[config.mk]
export PLATFORM = sky130hd
export DESIGN_NAME = adder_nnbit_ahead_pipe
export DESIGN_NICKNAME = d
export VERILOG_FILES = /design/src/rtl/adder_nnbit_ahead_pipe.sv
export SDC_FILE = /design/constraint.sdc
export NUM_CORES = 1
export LEC_CHECK = 0
export ABC_AREA = 0
export BUFFER_PORTS_ARGS = -buffer_cell sky130_fd_sc_hd__buf_4
export CAP_MARGIN = 20
export CORE_ASPECT_RATIO = 0.6
export CORE_MARGIN = 4
export CORE_UTILIZATION = 35
export CTS_CLUSTER_DIAMETER = 80
export DETAILED_ROUTE_END_ITERATION = 12
export PLACE_DENSITY = 0.63
export SETUP_SLACK_MARGIN = 0.1
export SLEW_MARGIN = 5
export SYNTH_ARGS = -nofsm -noshare
export SYNTH_HDL_FRONTEND = slang
export SYNTH_SLANG_ARGS = --single-unit
export TNS_END_PERCENT = 5
[constraint.sdc]
create_clock -name i_clk -period 3.1 [get_ports i_clk]
set_clock_uncertainty 0.1 [all_clocks]
set_input_delay 0.775 -clock i_clk [delete_from_list [all_inputs] [get_ports i_clk]]
set_output_delay 0.775 -clock i_clk [all_outputs]
set_load 0.05 [all_outputs]
[src/rtl/adder_nnbit_ahead_pipe.sv]
// Pipelined adder with valid/ready flow: each stage adds one slice using 4-bit CLA groups.
// Define ADDER_NNBIT_AHEAD_PIPE_SUB_EN to add the i_sub port (a + ~b + 1).
module adder_nnbit_ahead_pipe #(
  parameter int DATA_WIDTH = 16,
  parameter int STAGES     = 2
) (
  input  logic                  i_clk,
  input  logic                  i_rst_n,
  input  logic                  i_vld,
  output logic                  o_rdy,
  input  logic [DATA_WIDTH-1:0] i_num_a,
  input  logic [DATA_WIDTH-1:0] i_num_b,
  input  logic                  i_cry,
`ifdef ADDER_NNBIT_AHEAD_PIPE_SUB_EN
  input  logic                  i_sub,
`endif
  output logic                  o_vld,
  input  logic                  i_rdy,
  output logic [DATA_WIDTH-1:0] o_res,
  output logic                  o_cry,
  output logic                  o_ovf
);

  localparam int W = DATA_WIDTH / STAGES;
  localparam int G = W / 4;
  localparam int M = DATA_WIDTH - 1;

  function automatic logic [4:0] cla4(
    input logic [3:0] a,
    input logic [3:0] b,
    input logic       c0
  );
    logic [3:0] p, g;
    logic       c1, c2, c3, c4;
    p  = a ^ b;
    g  = a & b;
    c1 = g[0] | (p[0] & c0);
    c2 = g[1] | (p[1] & g[0])
       | (p[1] & p[0] & c0);
    c3 = g[2] | (p[2] & g[1])
       | (p[2] & p[1] & g[0])
       | (p[2] & p[1] & p[0] & c0);
    c4 = g[3] | (p[3] & g[2])
       | (p[3] & p[2] & g[1])
       | (p[3] & p[2] & p[1] & g[0])
       | (p[3] & p[2] & p[1] & p[0] & c0);
    return {c4, p ^ {c3, c2, c1, c0}};
  endfunction

  logic [DATA_WIDTH-1:0] w_b0;
  logic                  w_c0;
  logic [STAGES-1:0]     w_vld;
  logic [STAGES-1:0]     w_en;

`ifdef ADDER_NNBIT_AHEAD_PIPE_SUB_EN
  assign w_b0 = i_sub ? ~i_num_b : i_num_b;
  assign w_c0 = i_sub ? 1'b1 : i_cry;
`else
  assign w_b0 = i_num_b;
  assign w_c0 = i_cry;
`endif

  for (genvar k = 0; k < STAGES; k++) begin : g_stg
    logic [DATA_WIDTH-1:0] w_a, w_b, w_ri, w_ro;
    logic                  w_ci, w_co, w_vi, w_c;
    logic [4:0]            w_t;
    logic [DATA_WIDTH-1:0] r_a, r_b, r_res;
    logic                  r_cry, r_vld;

    if (k == 0) begin : g_in
      assign w_a  = i_num_a;
      assign w_b  = w_b0;
      assign w_ri = '0;
      assign w_ci = w_c0;
      assign w_vi = i_vld;
    end else begin : g_mid
      assign w_a  = g_stg[k-1].r_a;
      assign w_b  = g_stg[k-1].r_b;
      assign w_ri = g_stg[k-1].r_res;
      assign w_ci = g_stg[k-1].r_cry;
      assign w_vi = g_stg[k-1].r_vld;
    end

    // A stage moves when any later stage has a hole or the sink takes the head.
    assign w_en[k]  = i_rdy | (|(~w_vld >> k));
    assign w_vld[k] = r_vld;

    // Add this stage's slice group by group, merging into the partial result.
    always_comb begin
      w_ro = w_ri;
      w_c  = w_ci;
      w_t  = '0;
      for (int j = 0; j < G; j++) begin
        w_t = cla4(w_a[k*W+4*j +: 4],
                   w_b[k*W+4*j +: 4], w_c);
        w_ro[k*W+4*j +: 4] = w_t[3:0];
        w_c = w_t[4];
      end
      w_co = w_c;
    end

    // Stage register: loads the upstream bundle whenever the stage can advance.
    always_ff @(posedge i_clk or negedge i_rst_n) begin
      if (!i_rst_n) begin
        r_vld <= 1'b0;
        r_a   <= '0;
        r_b   <= '0;
        r_res <= '0;
        r_cry <= 1'b0;
      end else if (w_en[k]) begin
        r_vld <= w_vi;
        r_a   <= w_a;
        r_b   <= w_b;
        r_res <= w_ro;
        r_cry <= w_co;
      end
    end
  end

  logic w_unused;
  assign w_unused = ^{g_stg[STAGES-1].r_a,
                      g_stg[STAGES-1].r_b};

  assign o_rdy = w_en[0];
  assign o_vld = g_stg[STAGES-1].r_vld;
  assign o_res = g_stg[STAGES-1].r_res;
  assign o_cry = g_stg[STAGES-1].r_cry;
  assign o_ovf =
    (g_stg[STAGES-1].r_a[M] == g_stg[STAGES-1].r_b[M]) &&
    (g_stg[STAGES-1].r_res[M] != g_stg[STAGES-1].r_a[M]);

endmodule

==> metrics.md, run 1 <==
| Metric | Value |
|---|---|
| Grt total ovfl | 0 |
| Ys Warns | 0 |
| Port Buffer Count | 56 |
| Post-synthesis cell area | 2310 um^2 |
| Core Util, Final | 0.464 |
| Setup_tns | 0 ps |
| Synth Area in XOR/XNOR | 0.0379 |
| First-pass GRT wire length | 8170 um |
| Setup Fix Bufs, Post-CTS | 0 |
| CTS Buffer Depth | 2 |
| Synthesized net count | 274 |
| Vias | 1645 |
| I/O Pins | 57 |
| DIE AREA | 8010 um^2 |
| CTS H-tree lvls | 2 |
| Area of the multi-input gates | 1100 um^2 |
| Pleak | 1.40 nW |
| Area Overhead vs Synth | 25.5% |
| Post-Synth Adder-Cell Area | 0.121 |
| Post-synth top flop | dfrtp_1 |
| CTS clk-pin slew, worst paths | 90 ps |
| Worst VDD drop | 0.238 mV |
| Slew Limit Fails | 0 |
| Fin crit share | 0.792 |
| Run status | complete, no violations |
| FF+latch count, synth | 46 |
| CP endpoint kind | flip-flop |
| GPL Wtd Cong | 0.804 |
| Fill cells | 625 |
| Largest net degree at the start of global routing | 47 |
| Max cap viols | 0 |
| Starting Density | 0.370 |
| Sequential area share after synthesis | 0.498 |
| Critical path class | input port to flip-flop |
| Vias in the first global route | 1642 |
| Total Wirelength | 4890 um |
| Die height | 71.0 um |
| Drt first pass iters | 4 |
| Async set-reset flop share out of synthesis | 1.00 |
| Clock Sinks | 46 |
| Violation count after the first detailed-route iteration | 44 |
| Area share of the largest cell type after synthesis | 0.498 |
| Root Buffer | clkbuf_8 |
| Reg area | 1150 um^2 |
| Post-detail-place hpwl | 3780 um |
| # rows | 22 |
| P per Cell Area | 657 nW/um^2 |
| R2r worst-path depth | 8 |
| Initial antenna violation count | 0 |
| CP Max Fanout | 3 |
| # DRC | 0 |
| Hold violation count in the final report | 0 |
| GRT Total Usage | 0.130 |
| Largest family of logic cells by synthesized area | simple AND/OR/NAND/NOR gates |
| CTS tree | done |
| Post-synth EDFFs | 0 |
| Gate Count Post-Synth | 217 |
| Antenna-violating nets left | 0 |
| Yosys cell types | 27 |
| CTS buffer count | 5 |
| Syn Area/Cell | 10.7 um^2 |
| Final setup fails | 0 |
| Crit path DAT | 2540 ps |
| Top cells by count, synth | 46 x dfrtp_1, 43 x nand2_1, 21 x nor2_1 |
| Layout cells sized above 1 | 0.268 |
| Diode count | 0 |
| Die X | 113 um |
| Nets | 332 |
| Post-Synth Simple-Gate Area | 0.131 |
| Critical Path RT | 3190 ps |
| Most frequent cell after synthesis | dfrtp_1 |
| Type of origin of the critical path | input port |
| Vias per inst | 4.57 |
| Synth top area cells | dfrtp_1 50%, ha_1 8.7%, mux2_1 7.3%, nand2_1 7.0%, fa_1 3.5% |
| RSZ-0062 raised after global routing | no |
| Core box area | 6250 um^2 |
| Tightest Pin Transition | 741 ps |
| Fmax | 0.407 GHz |
| Mux contribution to synthesized area | 0.0779 |
| Worst min path class | input port to asynchronous set/reset pin |
| CTS resizes | 0 |
| Dominant cell type by area after synthesis | dfrtp_1 |
| Tmin final | 2460 ps |
| Clock Latency Late Sink | 300 ps |
| Slew margin rel. | 0.506 |
| WL/cell | 13.6 um |
| Synth Area in Compound Gates | 0.108 |
| Hold buffer count at CTS | 0 |
==> worst paths after layout <==
check	slack, ps	end	start
worst min register to register	370	o_res[0]$_DFFE_PN0P_	o_res[0]$_DFFE_PN0P_
worst max-delay path	640	g_stg[0].r_res[4]$_DFFE_PN0P_	i_num_a[0]
worst min-delay path	370	g_stg[0].r_b[11]$_DFFE_PN0P_	i_rst_n
min in group i_clk	370	o_res[0]$_DFFE_PN0P_	o_res[0]$_DFFE_PN0P_
worst max register to register	920	o_res[12]$_DFFE_PN0P_	g_stg[0].r_a[8]$_DFFE_PN0P_
max in group asynchronous	2130	g_stg[0].r_res[2]$_DFFE_PN0P_	i_rst_n
==> critical path: stages <==
cell and delay [ps]:
buf_4 110, ha_1 310, a211oi_2 280, nor2_1 120
o21ai_1 130, nand2b_1 80, fa_1 440, mux2_1 300
==> placed cells by master (no fill, tap or decap), types with 2 or more instances in the layout <==
cell type / instances
o21ai_1: 11
ha_1: 16
nor2_1: 21
a31oi_2: 2
inv_1: 6
dfrtp_1: 46
a211oi_2: 2
buf_4: 58
nand2b_1: 7
fa_1: 4
a21oi_1: 14
xor2_1: 7
a211oi_1: 2
o211ai_2: 2
nand2_2: 2
mux2_1: 15
a21o_1: 2
clkbuf_8: 5
xnor2_1: 3
nand2_1: 43
==> power breakdown <==
group          internal, mW  leakage [nW]  switching, mW
logic                 0.265         0.821          0.480
clock network         0.159        0.0452          0.209
registers             0.717         0.535         0.0751
==> layout make-up <==
| cell class | count | share of cell area |
|---|---|---|
| clock buffer | 6 | 0.0250 |
| timing repair buffer | 58 | 0.150 |
| clock inverter | 2 | 0.00474 |
| sequential | 46 | 0.397 |
| tap | 84 | 0.0362 |
| multi-input combinational | 158 | 0.379 |
| inverter | 6 | 0.00776 |
==> registers in the layout, summed over array words and instances (netlist names) <==
name / flops
g_stg.r_vld: 1
o_res: 16
o_cry: 1
g_stg.r_b: 9
g_stg.r_res: 8
g_stg.r_cry: 1
o_vld: 1
g_stg.r_a: 9
==> routing by layer <==
| layer | GRT usage | vias up | wire (um) |
|---|---|---|---|
| met5 | 0 | - | 0 |
| met4 | 0.0440 | 0 | 67 |
| met2 | 0.181 | 37 | 2000 |
| li1 | - | 840 | - |
| met3 | 0.0402 | 8 | 295 |
| met1 | 0.191 | 760 | 2530 |
==> logic make-up after synthesis <==
kind of cell | Yosys count
multiplexers | 16
AND/OR/NAND/NOR | 74
buffers and inverters | 13
AO/OA/AOI/OAI | 38
adder cells (fa/ha/maj) | 20
flip-flops | 46
XOR/XNOR | 10
==> metrics by stage <==
| stage | hold WS (ps) | total power, mW | instance area [um^2] | setup WS (ps) | cells |
|---|---|---|---|---|---|
| floorplan | 339 | 1.31 | 2310 | 479 | 217 |
| global placement | 354 | 1.55 | 2820 | 393 | 352 |
| detailed placement | 360 | 1.56 | 2820 | 314 | 352 |
| CTS | 380 | 1.93 | 2900 | 648 | 360 |
| global route | 400 | 2.03 | 2900 | 559 | 360 |
| finish | 369 | 1.91 | 2900 | 645 | 360 |
Note: power is estimated with default switching activity, not from simulation.
==> inputs of run 2 (changes only) <==
clock period = 2.5 ns   (was 3.1 ns; I/O delays follow)
==> run 2 against run 1 <==
Compared with the run above:
- cell count grew 1.4%
- largest cell class unchanged
- combinational power is 24% higher
- core utilization is 0.74 points higher
- largest power group unchanged
- via count is 0.79% higher
- register-to-register slack worse by 560 ps
==> metrics.md, run 2 (synthesis results as in run 1) <==
| Metric | Value |
|---|---|
| Nets | 337 (+1.5%) |
| Crit path DAT | 2320 ps (-220 ps) |
| Clock Latency Late Sink | 300 ps (about the same) |
| Fmax | 0.447 GHz |
| Area of the multi-input gates | 1100 um^2 (unchanged) |
| Critical path class | input port to flip-flop |
| Run status | complete, no violations |
| Setup_tns | 0 ps (unchanged) |
| Starting Density | 0.370 (unchanged) |
| Pre-CTS setup slack | -46.0 ps (-360 ps) |
| Slew Limit Fails | 0 (unchanged) |
| Max reg flops | 16 (unchanged) |
| Clock Sinks | 46 (unchanged) |
| Largest net degree at the start of global routing | 47 (unchanged) |
| Pleak | 1.43 nW (+1.9%) |
| Critical Path RT | 2580 ps (-610 ps) |
| Post-detail-place hpwl | 3630 um (-4.0%) |
| CTS tree | done |
| Fin area | 2950 um^2 (+1.6%) |
| First-pass GRT wire length | 7890 um (-3.4%) |
| Hold violation count in the final report | 0 (unchanged) |
| Setup Fix Bufs, Post-CTS | 0 (unchanged) |
| CTS H-tree lvls | 2 (unchanged) |
| RSZ-0062 raised after global routing | no |
| CP cell instances | buf_4 -> ha_1 -> a211oi_2 -> nor2_1 -> o21ai_1 -> nand2b_1 -> fa_1 -> mux2_1 |
| Initial antenna violation count | 0 (unchanged) |
| Vias in the first global route | 1690 (+2.9%) |
| WL met2 | 1950 um (-2.7%) |
| Antenna-violating nets left | 0 (unchanged) |
| # rows | 22 (unchanged) |
| Layout cells sized above 1 | 0.285 (+0.0166) |
| Slew margin rel. | 0.609 (+0.103) |
| Placed Area | 2850 um^2 (+1.3%) |
| CTS Buffer Depth | 2 (unchanged) |
| Diode count | 0 (unchanged) |
| CTS buffer count | 5 (unchanged) |
| Tmin final | 2240 ps |
| Worst min path class | input port to asynchronous set/reset pin |
| Vias per inst | 4.54 (-0.59%) |
| DIE AREA | 8010 um^2 (unchanged) |
| Violation count after the first detailed-route iteration | 41 (-6.8%) |
| Worst path slowest cell | fa_1 |
| Reg area | 1150 um^2 (unchanged) |
| Worst VDD drop | 0.318 mV (+34%) |
| CTS clk-pin slew, worst paths | 90 ps (about the same) |
| Grt total ovfl | 0 (unchanged) |
| Drt first pass iters | 3 (-1) |
| R2r worst-path depth | 8 (unchanged) |
| P per Cell Area | 809 nW/um^2 (+23%) |
| Root Buffer | clkbuf_8 |
| Die X | 113 um (unchanged) |
| # DRC | 0 (unchanged) |
| Buffers & Inverters on Critical Path | 1 (unchanged) |
| Type of origin of the critical path | input port |
| CP endpoint kind | flip-flop |
| Largest delay share family, worst path | adder cells |
| Highest routed layer | met4 |
| WL/cell | 12.8 um (-6.1%) |
| GPL Wtd Cong | 0.788 (-2.0%) |
| Area Overhead vs Synth | 27.5% |
| Core box area | 6250 um^2 (unchanged) |
| Core Util, Final | 0.472 (+0.00741) |
| Final setup margin | 264 ps (-381 ps) |
| Most frequent cells in the layout | 63 x buf_4, 46 x dfrtp_1, 43 x nand2_1 |
| Fill cells | 594 (-5.0%) |
| Max cap viols | 0 (unchanged) |
| CTS resizes | 0 (unchanged) |
| GRT Total Usage | 0.124 (-0.00574) |
| Met3 wire len | 231 um (-22%) |
| Critical Path Max Stage Delay | 440 ps (about the same) |
| Met1 WL | 2430 um (-4.2%) |
| Port Buffer Count | 56 (unchanged) |
| Final Power | 2.38 mW (+25%) |
| I/O Pins | 57 (unchanged) |
| Most common cell after layout, fill and taps aside | buf_4 |
| WP depth | 8 (unchanged) |
| Final setup fails | 0 (unchanged) |
| Total Wirelength | 4660 um (-4.8%) |
| Vias | 1658 (+0.79%) |
| Tightest Pin Transition | 586 ps (-155 ps) |
| Hold buffer count at CTS | 0 (unchanged) |
| Fin crit share | 0.894 |
| Die height | 71.0 um (unchanged) |
| CP Max Fanout | 2 (-1) |
[run 2: cell count changes in the layout (fill, tap and decap cells not counted), sizes merged]
cell	previous run	this run
clkinvlp	0	1
buf	58	63
clkinv	2	1
[run 2: per-layer routing]
layer  track usage  vias up
met2         0.184       31
met4        0.0360        0
met5             0        -
li1              -      846
met1         0.174      774
met3        0.0402        7
[run 2: final cells by class]
| class | instances | share of cell area |
|---|---|---|
| Tap cell | 84 | 0.0357 |
| Timing Repair Buffer | 63 | 0.160 |
| Clock inverter | 2 | 0.00424 |
| Sequential cell | 46 | 0.390 |
| Inverter | 6 | 0.00764 |
| Clock buffer | 6 | 0.0280 |
| Multi-Input combinational cell | 158 | 0.374 |
[run 2: report_power, final]
group | total, mW | internal, mW | switching (mW)
registers | 0.986 | 0.890 | 0.0962
logic | 0.922 | 0.337 | 0.585
clock network | 0.477 | 0.223 | 0.254
total | 2.38 | 1.45 | 0.935
[run 2: path summary, 6_finish.rpt]
path	slack [ps]	endpoint	startpoint
max	260	g_stg[0].r_res[4]$_DFFE_PN0P_	i_num_a[0]
min	220	g_stg[0].r_a[11]$_DFFE_PN0P_	i_rst_n
max reg2reg	360	o_res[13]$_DFFE_PN0P_	g_stg[0].r_a[8]$_DFFE_PN0P_
min reg2reg	370	o_res[0]$_DFFE_PN0P_	o_res[0]$_DFFE_PN0P_
max in group asynchronous	1680	g_stg[1].r_a[15]$_DFFE_PN0P_	i_rst_n
min in group i_clk	370	o_res[0]$_DFFE_PN0P_	o_res[0]$_DFFE_PN0P_
[run 2: per-stage QoR]
step	hold slack [ps]	std cells
finish	216	365
global route	269	365
CTS	245	365
detailed placement	360	357
global placement	355	357
floorplan	229	217
[run 2: worst reg2reg max path, cell delays in order (launching register included)]
cell and delay, ps:
dfrtp_1 410, ha_1 320, a211oi_2 280, nor2_1 110, o21ai_1 130, nand2b_1 80, fa_1 380, xnor2_1 160
o21ai_1 70
==> inputs of run 3 (changes only) <==
CORE_UTILIZATION = 53   (was 35)
PLACE_DENSITY = 0.86   (was 0.63)
==> run 3 against run 2 <==
Compared with the run above:
- count of clock-buffer cells in the layout shrank 1
- combinational power grew 1%
- total power grew 0.14%
- core utilization grew 23 points
- die area shrank 31%
- sequential share of layout area grew 0.44 points
- sequential power is essentially flat
- cell count shrank 6.6%
- global-route usage grew 5.9 points
- critical endpoint unchanged
- largest power group unchanged
==> metrics.md, run 3 (synthesis results as in run 1) <==
| Metric | Value |
|---|---|
| Run status | complete, no violations |
| Hold violation count in the final report | 0 (unchanged) |
| Diode count | 0 (unchanged) |
| Fin area | 2920 um^2 (-1.1%) |
| Fill cells | 340 (-43%) |
| Hold buffer count at CTS | 0 (unchanged) |
| Clock Sinks | 46 (unchanged) |
| Crit path DAT | 2330 ps (about the same) |
| Clock Latency Late Sink | 310 ps (about the same) |
| Worst min path class | input port to asynchronous set/reset pin |
| Layout cells sized above 1 | 0.285 (unchanged) |
| Total Wirelength | 4610 um (-0.99%) |
| Tmin final | 2240 ps (-0.638 ps) |
| Initial antenna violation count | 0 (unchanged) |
| Placed Area | 2820 um^2 (-1.1%) |
| Vias | 1682 (+1.4%) |
| Max reg flops | 16 (unchanged) |
| First-pass GRT wire length | 7790 um (-1.3%) |
| Critical path class | input port to flip-flop |
| GPL Wtd Cong | 0.804 (+2.1%) |
| Vias per inst | 4.93 (+8.6%) |
| Tightest Pin Transition | 566 ps (-19.5 ps) |
| CTS clk-pin slew, worst paths | 90 ps (about the same) |
| # rows | 18 (-18%) |
| Pleak | 1.42 nW (-0.45%) |
| Worst VDD drop | 0.510 mV (+60%) |
| Largest net degree at the start of global routing | 47 (unchanged) |
| Critical Path RT | 2590 ps (about the same) |
| Most frequent cells in the layout | 63 x buf_4, 46 x dfrtp_1, 43 x nand2_1 |
| Fin crit share | 0.894 (about the same) |
| CTS Buffer Depth | 2 (unchanged) |
| Vias in the first global route | 1610 (-4.7%) |
| CTS buffer count | 5 (unchanged) |
| WL/cell | 13.5 um (+6.0%) |
| Max cap viols | 0 (unchanged) |
| CP Max Fanout | 2 (unchanged) |
| Setup_tns | 0 ps (unchanged) |
| Area Overhead vs Synth | 26.1% |
| DIE AREA | 5520 um^2 (-31%) |
| P per Cell Area | 819 nW/um^2 (+1.3%) |
| Final setup fails | 0 (unchanged) |
| CTS resizes | 0 (unchanged) |
| Drt first pass iters | 4 (+1) |
| Type of origin of the critical path | input port |
| Nets | 337 (unchanged) |
| Slew Limit Fails | 0 (unchanged) |
| Core Util, Final | 0.700 (+0.228) |
| Area of the multi-input gates | 1100 um^2 (unchanged) |
| # DRC | 0 (unchanged) |
| Die X | 93.3 um (-17%) |
| Setup Fix Bufs, Post-CTS | 0 (unchanged) |
| Slew margin rel. | 0.622 (+0.0130) |
| Fmax | 0.447 GHz (about the same) |
| Die height | 59.2 um (-17%) |
| GRT Total Usage | 0.184 (+0.0590) |
| RSZ-0062 raised after global routing | no |
| Grt total ovfl | 0 (unchanged) |
| Post-detail-place hpwl | 3540 um (-2.5%) |
| Most common cell after layout, fill and taps aside | buf_4 |
| Core box area | 4170 um^2 (-33%) |
| CTS H-tree lvls | 2 (unchanged) |
| CTS tree | done |
| Root Buffer | clkbuf_8 |
| CP endpoint kind | flip-flop |
| Reg area | 1150 um^2 (unchanged) |
| Violation count after the first detailed-route iteration | 83 (+100%) |
| Port Buffer Count | 56 (unchanged) |
| Starting Density | 0.555 (+0.185) |
| Antenna-violating nets left | 0 (unchanged) |
| I/O Pins | 57 (unchanged) |
-- run 3: final cells by class --
| type | count | area share |
|---|---|---|
| multi-input combinational | 158 | 0.378 |
| clock inverter | 3 | 0.00815 |
| sequential | 46 | 0.395 |
| timing repair buffer | 63 | 0.162 |
| tap | 60 | 0.0258 |
| clock buffer | 5 | 0.0236 |
| inverter | 6 | 0.00773 |
-- run 3: where the power goes --
group | switching [mW] | total [mW] | internal [mW]
sequential | 0.0940 | 0.984 | 0.890
combinational | 0.595 | 0.933 | 0.337
clock | 0.272 | 0.472 | 0.200
-- run 3: path summary, 6_finish.rpt --
check | startpoint | to | slack [ps] | cells after the start
max in group asynchronous | i_rst_n | o_res[11]$_DFFE_PN0P_ | 1710 | 1
max | i_num_a[0] | g_stg[0].r_res[4]$_DFFE_PN0P_ | 260 | 8
min in group i_clk | o_res[0]$_DFFE_PN0P_ | o_res[0]$_DFFE_PN0P_ | 370 | 2
min reg2reg | o_res[0]$_DFFE_PN0P_ | o_res[0]$_DFFE_PN0P_ | 370 | 2
min | i_rst_n | o_vld$_DFFE_PN0P_ | 210 | 1
max reg2reg | g_stg[0].r_b[8]$_DFFE_PN0P_ | o_res[13]$_DFFE_PN0P_ | 310 | 8
-- run 3: worst max-delay path: stages --
cell and delay [ps]:
buf_4 110, ha_1 300, a211oi_2 250, nor2_1 100
o21ai_1 130, nand2b_1 80, fa_1 430, mux2_1 300
-- run 3: metal layers --
layer	GRT usage	vias up	routed length, um
met1	0.268	779	2220
met5	0	-	0
met3	0.0508	7	304
li1	-	851	-
met2	0.266	45	2030
met4	0.0605	0	60
-- run 3: per-stage QoR --
| stage | instances | power (mW) | hold WS (ps) | setup WS, ps |
|---|---|---|---|---|
| 6_report | 341 | 2.39 | 209 | 265 |
| 5_1_grt | 341 | 2.53 | 242 | 148 |
| 3_3_place_gp | 333 | 1.91 | 352 | -1.79 |
| 2_1_floorplan | 217 | 1.62 | 229 | 107 |
| 4_1_cts | 341 | 2.41 | 225 | 252 |
| 3_5_place_dp | 333 | 1.94 | 357 | -73.3 |
